[src/rtl/alu_arb_pkg.sv]
// Shared definitions for the two-requester ALU arbiter: FSM encoding, opcode
// field layout, ALU function codes, flag bit positions and the command record.
package alu_arb_pkg;

  localparam int NUM_REQ = 2;
  localparam int DATA_W  = 4;
  localparam int OP_W    = 4;
  localparam int FLAG_W  = 4;

  // Opcode field positions
  localparam int OP_INV_A  = 3;
  localparam int OP_INV_B  = 2;
  localparam int OP_FN_LSB = 0;
  localparam int OP_FN_W   = 2;

  typedef enum logic [OP_FN_W-1:0] {
    FN_AND = 2'b00,
    FN_OR  = 2'b01,
    FN_XOR = 2'b10,
    FN_ADD = 2'b11
  } fn_t;

  // Flag vector is {overflow, zero, neg, cout}
  localparam int FLG_COUT = 0;
  localparam int FLG_NEG  = 1;
  localparam int FLG_ZERO = 2;
  localparam int FLG_OVF  = 3;

  typedef enum logic [1:0] {
    ST_IDLE = 2'b00,
    ST_EXEC = 2'b01,
    ST_HOLD = 2'b10
  } state_t;

  typedef struct packed {
    logic [OP_W-1:0]   op;
    logic [DATA_W-1:0] a;
    logic [DATA_W-1:0] b;
  } cmd_t;

endpackage

[src/rtl/alu.sv]
// Combinational ALU: optional operand inversion, AND/OR/XOR/ADD, and the
// {overflow, zero, neg, cout} flag vector. Arithmetic flags only for ADD.
module alu
  import alu_arb_pkg::*;
#(
  parameter int W = DATA_W
) (
  input  logic [OP_W-1:0]   op,
  input  logic [W-1:0]      a,
  input  logic [W-1:0]      b,
  output logic [W-1:0]      y,
  output logic [FLAG_W-1:0] flags
);

  logic [W-1:0] a_x, b_x;
  logic         cin;
  logic [W:0]   sum;

  always_comb begin
    a_x   = op[OP_INV_A] ? ~a : a;
    b_x   = op[OP_INV_B] ? ~b : b;
    cin   = op[OP_INV_B];
    sum   = {1'b0, a_x} + {1'b0, b_x} + {{W{1'b0}}, cin};
    y     = '0;
    flags = '0;
    case (fn_t'(op[OP_FN_LSB +: OP_FN_W]))
      FN_AND: y = a_x & b_x;
      FN_OR:  y = a_x | b_x;
      FN_XOR: y = a_x ^ b_x;
      FN_ADD: begin
        y               = sum[W-1:0];
        flags[FLG_COUT] = sum[W];
        // neg reports "no carry out" on subtract-style ops (b inverted)
        flags[FLG_NEG]  = ~sum[W] & cin;
        flags[FLG_OVF]  = (a_x[W-1] == b_x[W-1]) && (sum[W-1] != a_x[W-1]);
      end
      default: y = '0;
    endcase
    flags[FLG_ZERO] = (y == '0);
  end

endmodule

[src/rtl/alu_arbiter.sv]
// Two-requester arbiter in front of a single shared ALU: IDLE/EXEC/HOLD FSM,
// round-robin on contention. Optional sticky overflow: ALU_ARB_STICKY_OVF_EN.
module alu_arbiter
  import alu_arb_pkg::*;
(
  input  logic                clk,
  input  logic                rst_n,
`ifdef ALU_ARB_STICKY_OVF_EN
  input  logic                clr_sticky,
  output logic                sticky_ovf,
`endif
  input  logic [NUM_REQ-1:0]  req_valid,
  output logic [NUM_REQ-1:0]  req_ready,
  input  logic [OP_W-1:0]     req_op0,
  input  logic [OP_W-1:0]     req_op1,
  input  logic [DATA_W-1:0]   req_a0,
  input  logic [DATA_W-1:0]   req_b0,
  input  logic [DATA_W-1:0]   req_a1,
  input  logic [DATA_W-1:0]   req_b1,
  output logic                rsp_valid,
  input  logic                rsp_ready,
  output logic                rsp_id,
  output logic [DATA_W-1:0]   rsp_y,
  output logic [FLAG_W-1:0]   rsp_flags
);

  state_t state, state_nxt;
  logic   prio;
  logic   grant_any, grant_id, accept;
  logic   gnt_q;
  cmd_t   cmd_q;
  cmd_t   [NUM_REQ-1:0] req_cmd;

  logic [DATA_W-1:0] alu_y;
  logic [FLAG_W-1:0] alu_flags;

  assign req_cmd[0] = '{op: req_op0, a: req_a0, b: req_b0};
  assign req_cmd[1] = '{op: req_op1, a: req_a1, b: req_b1};

  always_comb begin
    grant_any = |req_valid;
    case (req_valid)
      2'b01:   grant_id = 1'b0;
      2'b10:   grant_id = 1'b1;
      2'b11:   grant_id = prio;
      default: grant_id = 1'b0;
    endcase
  end

  always_comb begin
    state_nxt = state;
    accept    = 1'b0;
    rsp_valid = 1'b0;
    case (state)
      ST_IDLE: if (grant_any) begin
        accept    = 1'b1;
        state_nxt = ST_EXEC;
      end
      ST_EXEC: state_nxt = ST_HOLD;
      ST_HOLD: begin
        rsp_valid = 1'b1;
        if (rsp_ready) state_nxt = ST_IDLE;
      end
      default: state_nxt = ST_IDLE;
    endcase
  end

  // Ready is gated by reset so nothing looks accepted while rst_n is low
  assign req_ready = (accept && rst_n) ? (grant_id ? 2'b10 : 2'b01) : 2'b00;

  always_ff @(posedge clk or negedge rst_n) begin
    if (!rst_n) begin
      state     <= ST_IDLE;
      prio      <= 1'b0;
      cmd_q     <= '0;
      gnt_q     <= 1'b0;
      rsp_id    <= 1'b0;
      rsp_y     <= '0;
      rsp_flags <= '0;
    end else begin
      state <= state_nxt;
      if (accept) begin
        cmd_q <= req_cmd[grant_id];
        gnt_q <= grant_id;
      end
      if (state == ST_EXEC) begin
        rsp_id    <= gnt_q;
        rsp_y     <= alu_y;
        rsp_flags <= alu_flags;
      end
      if (state == ST_HOLD && rsp_ready) prio <= ~rsp_id;
    end
  end

  alu #(.W(DATA_W)) u_alu (
    .op    (cmd_q.op),
    .a     (cmd_q.a),
    .b     (cmd_q.b),
    .y     (alu_y),
    .flags (alu_flags)
  );

`ifdef ALU_ARB_STICKY_OVF_EN
  // Set on entry to HOLD wins over a simultaneous clear
  always_ff @(posedge clk or negedge rst_n) begin
    if (!rst_n)                                    sticky_ovf <= 1'b0;
    else if (state == ST_EXEC && alu_flags[FLG_OVF]) sticky_ovf <= 1'b1;
    else if (clr_sticky)                           sticky_ovf <= 1'b0;
  end
`endif

endmodule

[config.mk]
export PLATFORM = sky130hd
export DESIGN_NAME = alu_arbiter
export DESIGN_NICKNAME = d
export VERILOG_FILES = /design/src/rtl/alu_arb_pkg.sv /design/src/rtl/alu.sv /design/src/rtl/alu_arbiter.sv
export SDC_FILE = /design/constraint.sdc
export NUM_CORES = 1
export LEC_CHECK = 0
export CELL_PAD_IN_SITES_DETAIL_PLACEMENT = 1
export CELL_PAD_IN_SITES_GLOBAL_PLACEMENT = 1
export CORE_ASPECT_RATIO = 1.4
export CORE_UTILIZATION = 35
export DETAILED_ROUTE_END_ITERATION = 16
export PLACE_DENSITY_LB_ADDON = 0.1
export SLEW_MARGIN = 15
export SYNTH_ARGS = -nofsm -noshare
export SYNTH_HDL_FRONTEND = slang
export SYNTH_HIERARCHICAL = 1
export SYNTH_SLANG_ARGS = --single-unit
export TNS_END_PERCENT = 20
[constraint.sdc]
create_clock -name clk -period 4.7 [get_ports clk]
set_input_delay 1.41 -clock clk [delete_from_list [all_inputs] [get_ports clk]]
set_output_delay 1.41 -clock clk [all_outputs]
set_load 0.03 [all_outputs]
After elaboration in Yosys (flattened, before gate mapping)
Index checks and enable logic that the tools add are counted.
W data, S select, Z words.
{"block": "word_totals", "reg_bits": 25, "in_bits": 29, "elab_cells": 55, "out_inout_bits": 12}
{"block": "classes", "mux": 16, "order_cmp": 1, "reduce_logical": 8, "n_addsub": 2, "n_eq_ne": 11, "bitwise_logic": 8}
{"operator": "$mux W12", "n": 2}
{"operator": "$pmux W4 S4", "n": 1}
{"operator": "$eq A2 B2 Y1 const B", "n": 5}
{"operator": "$mux W2", "n": 5}
{"operator": "$mux W4", "n": 2}
{"operator": "$not A4 Y4", "n": 2}
{"operator": "$pmux W2 S3", "n": 1}
{"operator": "$add A4 B4 Y5", "n": 1}
{"operator": "$add A5 B1 Y5", "n": 1}
{"operator": "$and A4 B4 Y4", "n": 1}
{"operator": "$eq A2 B1 Y1 const B", "n": 2}
{"operator": "$logic_not A2 Y1", "n": 2}
{"operator": "$logic_not A4 Y1", "n": 1}
{"operator": "$mux W1", "n": 4}
{"operator": "$ne A2 B2 Y1 const B", "n": 2}
{"operator": "$or A4 B4 Y4", "n": 1}
{"operator": "$xor A4 B4 Y4", "n": 1}
{"operator": "$logic_and A1 B1 Y1", "n": 3}
{"operator": "$lt A1 B2 Y1 const B", "n": 1}
{"operator": "$not A1 Y1", "n": 2}
{"operator": "$pmux W1 S2", "n": 1}
{"operator": "$reduce_and A2 Y1", "n": 1}
{"operator": "$reduce_or A2 Y1", "n": 1}
{"operator": "$and A1 B1 Y1", "n": 1}
{"operator": "other kinds (2)", "n": 2}

Logic depth before layout (Yosys ltp)
Gate-level depths: netlist of run 1.
{"block": "logic_depth", "ltp_word": 7, "depth_mapped": 10, "mapped_depth_nobuf": 10}

Cells and area by module
Netlist of run 1, hierarchy kept.
{"mod": "alu_arbiter", "area_each_um2": 1194.9, "seq_area_each_um2": 625.6, "cells_each": 110, "n_inst": 1}
{"mod": "alu", "area_each_um2": 493.0, "seq_area_each_um2": 0.0, "cells_each": 65, "n_inst": 1}

Worst setup path before layout of run 1
Ideal clock, no wire load.
{"block": "synth_timing", "path_type": "in2out", "from": "input port req_valid[1]", "to": "output port req_ready[0]", "required_ns": 3.290, "arrival_time_ns": 2.190, "path_buffers": 1, "path_stages": 4, "setup_slack_ns": 1.100, "path_cell_list": "or2_4 -> and2_4 -> buf_6 -> and3_1"}
{"block": "synth_via", "elab_chain_cells": 5, "elab_cells_between_ends": 9, "classes_between": "2 x eq/ne; 5 x mux; 2 x reduce/logical"}
{"item": "start: declaration", "line_no": "alu_arbiter.sv:12", "source": "input logic [NUM_REQ-1:0] req_valid,"}
{"item": "parallel branches: the longest is 4 deep, another holds $eq A2 B2 Y1"}
{"item": "$mux W2 (*)", "line_no": "alu_arbiter.sv:69", "source": "assign req_ready = (accept && rst_n) ? (grant_id ? 2'b10 : 2'b01) : 2'b00;"}
{"item": "end: declaration", "line_no": "alu_arbiter.sv:13", "source": "output logic [NUM_REQ-1:0] req_ready,"}
Every way passes the cells marked *.

Final worst setup path of run 1
{"block": "layout_timing", "from": "input port req_valid[0]", "to": "output port req_ready[0]"}
Same word-level chain as after synthesis.

==> impl_metrics.ini, run 1 <==
[floorplan]
fp.dieH_um = 84.2
num_io_pins = 41
core-area_um2 = 4570
die_area_um2 = 5110
row_count = 29
floorplan.initialDensity_pct = 36.9
chipWidth_um = 60.7

[setup_path]
cp_data_arrival_time_ns = 2.79
path_class = input pin to output pin
timing.critical_path.from_type = input pin
worst_ep_required_time_ns = 3.29
setup.worst_path.end_class = output pin
r2r_cells = 8
reg2reg_from = cmd_q[11]
critPathMaxFanout = 15
rrSetupSlack_ns = 2.10
r2r-end = rsp_flags[2]

[finish]
final_core_util_pct = 46.9
layout.cells.most_common = sky130_fd_sc_hd__clkdlybuf4s50_1
stdcell_count = 271
count_of_inserted_antenna_diode_cells = 0
syn_to_final_growth_pct = 27.1
nNetsFinal = 248
mostFrequentLayoutCells = 38 x sky130_fd_sc_hd__clkdlybuf4s50_1, 25 x sky130_fd_sc_hd__dfrtp_1, 18 x sky130_fd_sc_hd__o21ai_0
layout-drive-gt1-share_pct = 15.3
final.fill_count = 554

[sta]
max_slew_margin_pct = 41.1
final.period_utilization_pct = 89.4
setup_viol_count_final = 0
setup-tns-final_ns = 0
min_period_ns = 4.20
number_of_pins_exceeding_their_max_slew_limit_in_the_final_report = 0
fin_worst_hold_slack_ns = 0.484
worstMarginPinSlew_ns = 0.880
rsz_0062_raised_after_global_routing = no
fmax_ghz = 0.238
worst_slack_ns = 0.499
finalHoldViolations = 0
worst_clock_skew_ns = 0.00147

[route]
total_wire_length_um = 4030
avgViaCountPerCell = 5.08
routed-via-count = 1378
detail_route.drc_violations = 0
first_pass_iters = 4
dr.first_iter.drc_count = 27
postRouteAntennaNets = 0
avgRoutedWirePerCell_um = 14.9

[clock_tree]
quantity_of_hold_fixing_buffers_added_after_cts = 0
cts_root_buffer = sky130_fd_sc_hd__clkbuf_8
number_of_resized_instances_in_the_post_cts_repair_step = 0
cts_max_level = 1
cts-buffers-inserted = 3
clk_pin_slew_ns = 0.08
cts.path.max_buffers = 2
clk_latency_ns = 0.26
cts_tree = yes
number_of_sinks_on_the_clock_net = 25
post_cts_buffers = 0

[synthesis]
synth_compound_gate_area_share_pct = 19.9
postSynthCellCount = 175
synth.yosys.warnings = 6
synth-seq-area-share_pct = 37.1
post_synth_mux_area_share_pct = 8.15
synth.net_count = 213
synthSimpleGateAreaFrac_pct = 13.9
synth.lib_cells_used.distinct = 36
syn-cell-area_um2 = 1690
synth_xor_area_share_pct = 6.15
ys_ff_latch = 25
syn_avg_cell_area_um2 = 9.64
synth_top_family_by_area = compound AO/OA/AOI/OAI gates
synthAdderAreaFrac_pct = 7.12

[power_and_ir_drop]
power.share.switching_pct = 46.8
total_leakage_power_nw = 0.919
share_comb_of_total_power_pct = 67.6
power.net_switching_mw = 0.825
highest_ir_drop_seen_on_vdd_mv = 0.204
p_int_mw = 0.936
power_frac_seq_pct = 25.2
power.density_nw_per_um2 = 821
p_clk_share_pct = 7.1

[outcome]
run_status = finished clean

[global_routing]
first_pass_grt_wire_length_um = 6770
vias_in_the_first_global_route = 1422
global_route.usage.total_pct = 17.6
grt_remaining_overflow = 0
grt_start_max_net_pins = 26
grt_antenna_before_repair = 0

[min_path]
hold_path_startpoint = rsp_id
class_of_the_worst_hold_path = flop to flop
timing.hold.worst_path_depth = 1
hold_path_end = prio

[placement]
post-dp-hpwl_um = 3320
io_buffers = 40
gp_routability_congestion = 0.783
placed_cells = 267
placement.setup.worst_slack_ns = 0.497

[run]
max_cap_violations = 0
[metal layers]
metal / up-vias / global-route usage (%) / routed length, um
met5: - / 0 / 0
met4: 0 / 4.34 / 24
met3: 2 / 2.31 / 124
met2: 30 / 34.3 / 2310
met1: 668 / 19.0 / 1570
li1: 678 / - / -
[state kept, by name, indices dropped and copies added (netlist names)]
register and cells:
state 2, rsp_y 4, rsp_id 1, rsp_flags 4, gnt_q 1, cmd_q 12, prio 1
[logic make-up (layout without fill, tap and decap cells)]
family	after synthesis	after routing
xor gates and xnor gates	11	11
and+or+nand+nor	43	43
AOI/OAI and AO/OA	50	50
muxes	11	11
buffers and inverters	26	60
adders and majority gates	9	9
DFF	25	25
[cell usage after synthesis]
cell,number,area (um2)
sky130_fd_sc_hd__a211oi_1,1,7.51
sky130_fd_sc_hd__a21o_1,1,7.51
sky130_fd_sc_hd__a21oi_1,15,75.1
sky130_fd_sc_hd__a311oi_1,1,8.76
sky130_fd_sc_hd__a31oi_1,5,31.3
sky130_fd_sc_hd__a31oi_2,8,100
sky130_fd_sc_hd__and2_4,1,8.76
sky130_fd_sc_hd__and3_1,1,6.26
sky130_fd_sc_hd__and4_1,2,17.5
sky130_fd_sc_hd__and4bb_1,1,12.5
sky130_fd_sc_hd__buf_2,2,10.0
sky130_fd_sc_hd__buf_6,4,45.0
sky130_fd_sc_hd__clkbuf_1,6,22.5
sky130_fd_sc_hd__dfrtp_1,25,626
sky130_fd_sc_hd__fa_1,1,20.0
sky130_fd_sc_hd__ha_1,8,100
sky130_fd_sc_hd__inv_1,14,52.6
sky130_fd_sc_hd__mux2_2,8,90.1
sky130_fd_sc_hd__mux2_4,1,15.0
sky130_fd_sc_hd__mux2i_1,1,10.0
sky130_fd_sc_hd__mux4_2,1,22.5
sky130_fd_sc_hd__nand2_1,12,45.0
sky130_fd_sc_hd__nand2b_1,3,18.8
sky130_fd_sc_hd__nand3_1,12,60.1
sky130_fd_sc_hd__nand3_2,1,10.0
sky130_fd_sc_hd__nand4_1,1,6.26
sky130_fd_sc_hd__nand4b_1,1,8.76
sky130_fd_sc_hd__nor2_1,5,18.8
sky130_fd_sc_hd__nor2b_1,1,6.26
sky130_fd_sc_hd__o21ai_0,18,90.1
sky130_fd_sc_hd__o32ai_2,1,16.3
sky130_fd_sc_hd__or2_2,1,6.26
sky130_fd_sc_hd__or2_4,1,8.76
sky130_fd_sc_hd__xnor2_1,3,26.3
sky130_fd_sc_hd__xor2_1,7,61.3
sky130_fd_sc_hd__xor2_2,1,16.3
[power groups by stage]
stage	Clock (mW)	Sequential (mW)	Combinational (mW)
after CTS	0.130	0.447	1.21
after global placement	0	0.442	1.14
after floorplan	0	0.458	0.899
after global routing	0.138	0.464	1.32
after detailed placement	0	0.451	1.20
final	0.125	0.445	1.19
[stage by stage]
stage          total power, mW  instance area, um2
6_report                  1.76                2140
5_1_grt                   1.93                2140
4_1_cts                   1.78                2140
3_5_place_dp              1.65                2100
3_3_place_gp              1.58                2100
2_1_floorplan             1.36                1690
[worst max-delay path, cell delays in order]
cell and delay [ns]:
sky130_fd_sc_hd__clkdlybuf4s50_1 0.45, sky130_fd_sc_hd__or2_4 0.31, sky130_fd_sc_hd__and2_4 0.25, sky130_fd_sc_hd__and3_1 0.20, sky130_fd_sc_hd__buf_4 0.16
[worst max-delay path by stage]
stage	startpoint	to	slack [ns]	cells after the start
global placement	req_valid[1]	req_ready[0]	0.54	5
CTS	req_valid[0]	req_ready[0]	0.49	5
finish	req_valid[0]	req_ready[0]	0.50	5
detailed placement	req_valid[0]	req_ready[0]	0.50	5
floorplan	req_valid[1]	req_ready[0]	1.10	4
global route	req_valid[0]	req_ready[0]	0.43	5
[layout make-up]
cell class	instances	area [um2]	share of cell area [%]
Inverter	14	52.6	2.45
Sequential cell	25	626	29.2
Tap cell	62	77.6	3.62
Timing Repair Buffer	42	410	19.1
Clock inverter	1	5.00	0.233
Clock buffer	3	41.3	1.93
Multi-Input combinational cell	124	932	43.5
(Power assumes the default switching activity.)
==> run 2, diff against run 1 <==
--- a/config.mk
+++ b/config.mk
@@ -11,6 +11,7 @@
 export CORE_UTILIZATION = 35
 export DETAILED_ROUTE_END_ITERATION = 16
 export PLACE_DENSITY_LB_ADDON = 0.1
+export REMOVE_ABC_BUFFERS = 1
 export SLEW_MARGIN = 15
 export SYNTH_ARGS = -nofsm -noshare
 export SYNTH_HDL_FRONTEND = slang
==> impl_metrics.ini, run 2 (synthesis gave the netlist of run 1 again) <==
[route]
postRouteAntennaNets = 0
total_wire_length_um = 3800
first_pass_iters = 3
avgRoutedWirePerCell_um = 14.0
avgViaCountPerCell = 5.06
detail_route.drc_violations = 0
routed-via-count = 1370
dr.first_iter.drc_count = 8

[placement]
placed_cells = 267
gp_routability_congestion = 0.746
io_buffers = 40
post-dp-hpwl_um = 3210
placement.setup.worst_slack_ns = 0.506
placement.cell_area_um2 = 2100

[global_routing]
met2_track_demand_over_resource_pct = 32.3
global_route.usage.total_pct = 16.5
grt_start_max_net_pins = 26
first_pass_grt_wire_length_um = 6540
grt_remaining_overflow = 0
vias_in_the_first_global_route = 1507
grt_antenna_before_repair = 0
global_route.peak_usage_layer = met2
global_route.usage.met3_pct = 2.47
groute.layer.met1.usage_pct = 16.8

[sta]
number_of_pins_exceeding_their_max_slew_limit_in_the_final_report = 0
finalHoldViolations = 0
final.period_utilization_pct = 89.4
worstMarginPinSlew_ns = 0.813
rsz_0062_raised_after_global_routing = no
setup_viol_count_final = 0
fin_worst_hold_slack_ns = 0.483
max_slew_margin_pct = 45.6
fmax_ghz = 0.238
min_period_ns = 4.20
worst_clock_skew_ns = 0.00193
setup-tns-final_ns = 0
worst_slack_ns = 0.497

[finish]
largest_register_ff_count = 12
cell_area_after_layout_um2 = 2140
count_of_inserted_antenna_diode_cells = 0
nNetsFinal = 248
final_core_util_pct = 46.9
reg_top3 = cmd_q (12), rsp_flags (4), rsp_y (4)
syn_to_final_growth_pct = 27.0
layout-drive-gt1-share_pct = 14.8
stdcell_count = 271
mostFrequentLayoutCells = 38 x sky130_fd_sc_hd__clkdlybuf4s50_1, 25 x sky130_fd_sc_hd__dfrtp_1, 18 x sky130_fd_sc_hd__o21ai_0
layout.cells.most_common = sky130_fd_sc_hd__clkdlybuf4s50_1
most_flop_heavy_register = cmd_q

[outcome]
run_status = finished clean

[setup_path]
critPathMaxFanout = 15
crit_path_end = req_ready[0]
timing.critical_path.from_type = input pin
reg2reg_from = cmd_q[11]
setup.worst_path.end_class = output pin
path_class = input pin to output pin
cp_data_arrival_time_ns = 2.79
r2r_cells = 8
r2r-end = rsp_flags[2]
worst_ep_required_time_ns = 3.29
worst_setup_path_startpoint = req_valid[0]
rrSetupSlack_ns = 2.15

[clock_tree]
clk_latency_ns = 0.26
cts-buffers-inserted = 3
cts_tree = yes
cts.path.max_buffers = 2
quantity_of_hold_fixing_buffers_added_after_cts = 0
number_of_resized_instances_in_the_post_cts_repair_step = 0
clk_pin_slew_ns = 0.08
cts_max_level = 1
cts_root_buffer = sky130_fd_sc_hd__clkbuf_8
post_cts_buffers = 0
number_of_sinks_on_the_clock_net = 25

[power_and_ir_drop]
post-layout-total-power_mw = 1.73
highest_ir_drop_seen_on_vdd_mv = 0.225
total_leakage_power_nw = 0.916
power.density_nw_per_um2 = 805

[floorplan]
floorplan.initialDensity_pct = 36.9
num_io_pins = 41
chipWidth_um = 60.7
core-area_um2 = 4570
row_count = 29
die_area_um2 = 5110
fp.dieH_um = 84.2

[run]
max_cap_violations = 0

[min_path]
class_of_the_worst_hold_path = flop to flop
-- run 2: cell count changes in the layout (fill, tap and decap cells not counted) --
| cell | previous run | this run |
|---|---|---|
| sky130_fd_sc_hd__clkinv_2 | 1 | 0 |
| sky130_fd_sc_hd__clkbuf_1 | 0 | 1 |
-- run 2: worst min-delay path by stage --
stage | start | to | slack [ns] | cells after the start
2_1_floorplan | gnt_q | gnt_q | 0.46 | 2
3_3_place_gp | rsp_id | prio | 0.47 | 1
3_5_place_dp | rsp_id | prio | 0.48 | 1
4_1_cts | rsp_id | prio | 0.49 | 1
5_1_grt | rsp_id | prio | 0.51 | 1
6_report | rsp_id | prio | 0.48 | 1
-- run 2: layout make-up --
| class | instances | area, um2 |
|---|---|---|
| Fill cell | 556 | 2430 |
| Multi-Input combinational cell | 124 | 932 |
| Tap cell | 62 | 77.6 |
| Clock buffer | 4 | 45.0 |
| Timing Repair Buffer | 42 | 410 |
| Sequential cell | 25 | 626 |
| Inverter | 14 | 52.6 |
-- run 2: where the power goes --
part	switching, mW	internal, mW
logic	0.609	0.553
clock network	0.0633	0.0604
registers	0.119	0.320
-- run 2: critical path: stages --
cell and delay, ns:
sky130_fd_sc_hd__clkdlybuf4s50_1 0.46, sky130_fd_sc_hd__or2_4 0.31, sky130_fd_sc_hd__and2_4 0.25, sky130_fd_sc_hd__and3_1 0.20, sky130_fd_sc_hd__buf_4 0.16
-- run 2: routing by layer --
metal  wire length, um  vias to the layer above
met5                 0                        -
met4                57                        0
met3               148                        6
met2              2130                       36
met1              1470                      651
li1                  -                      677
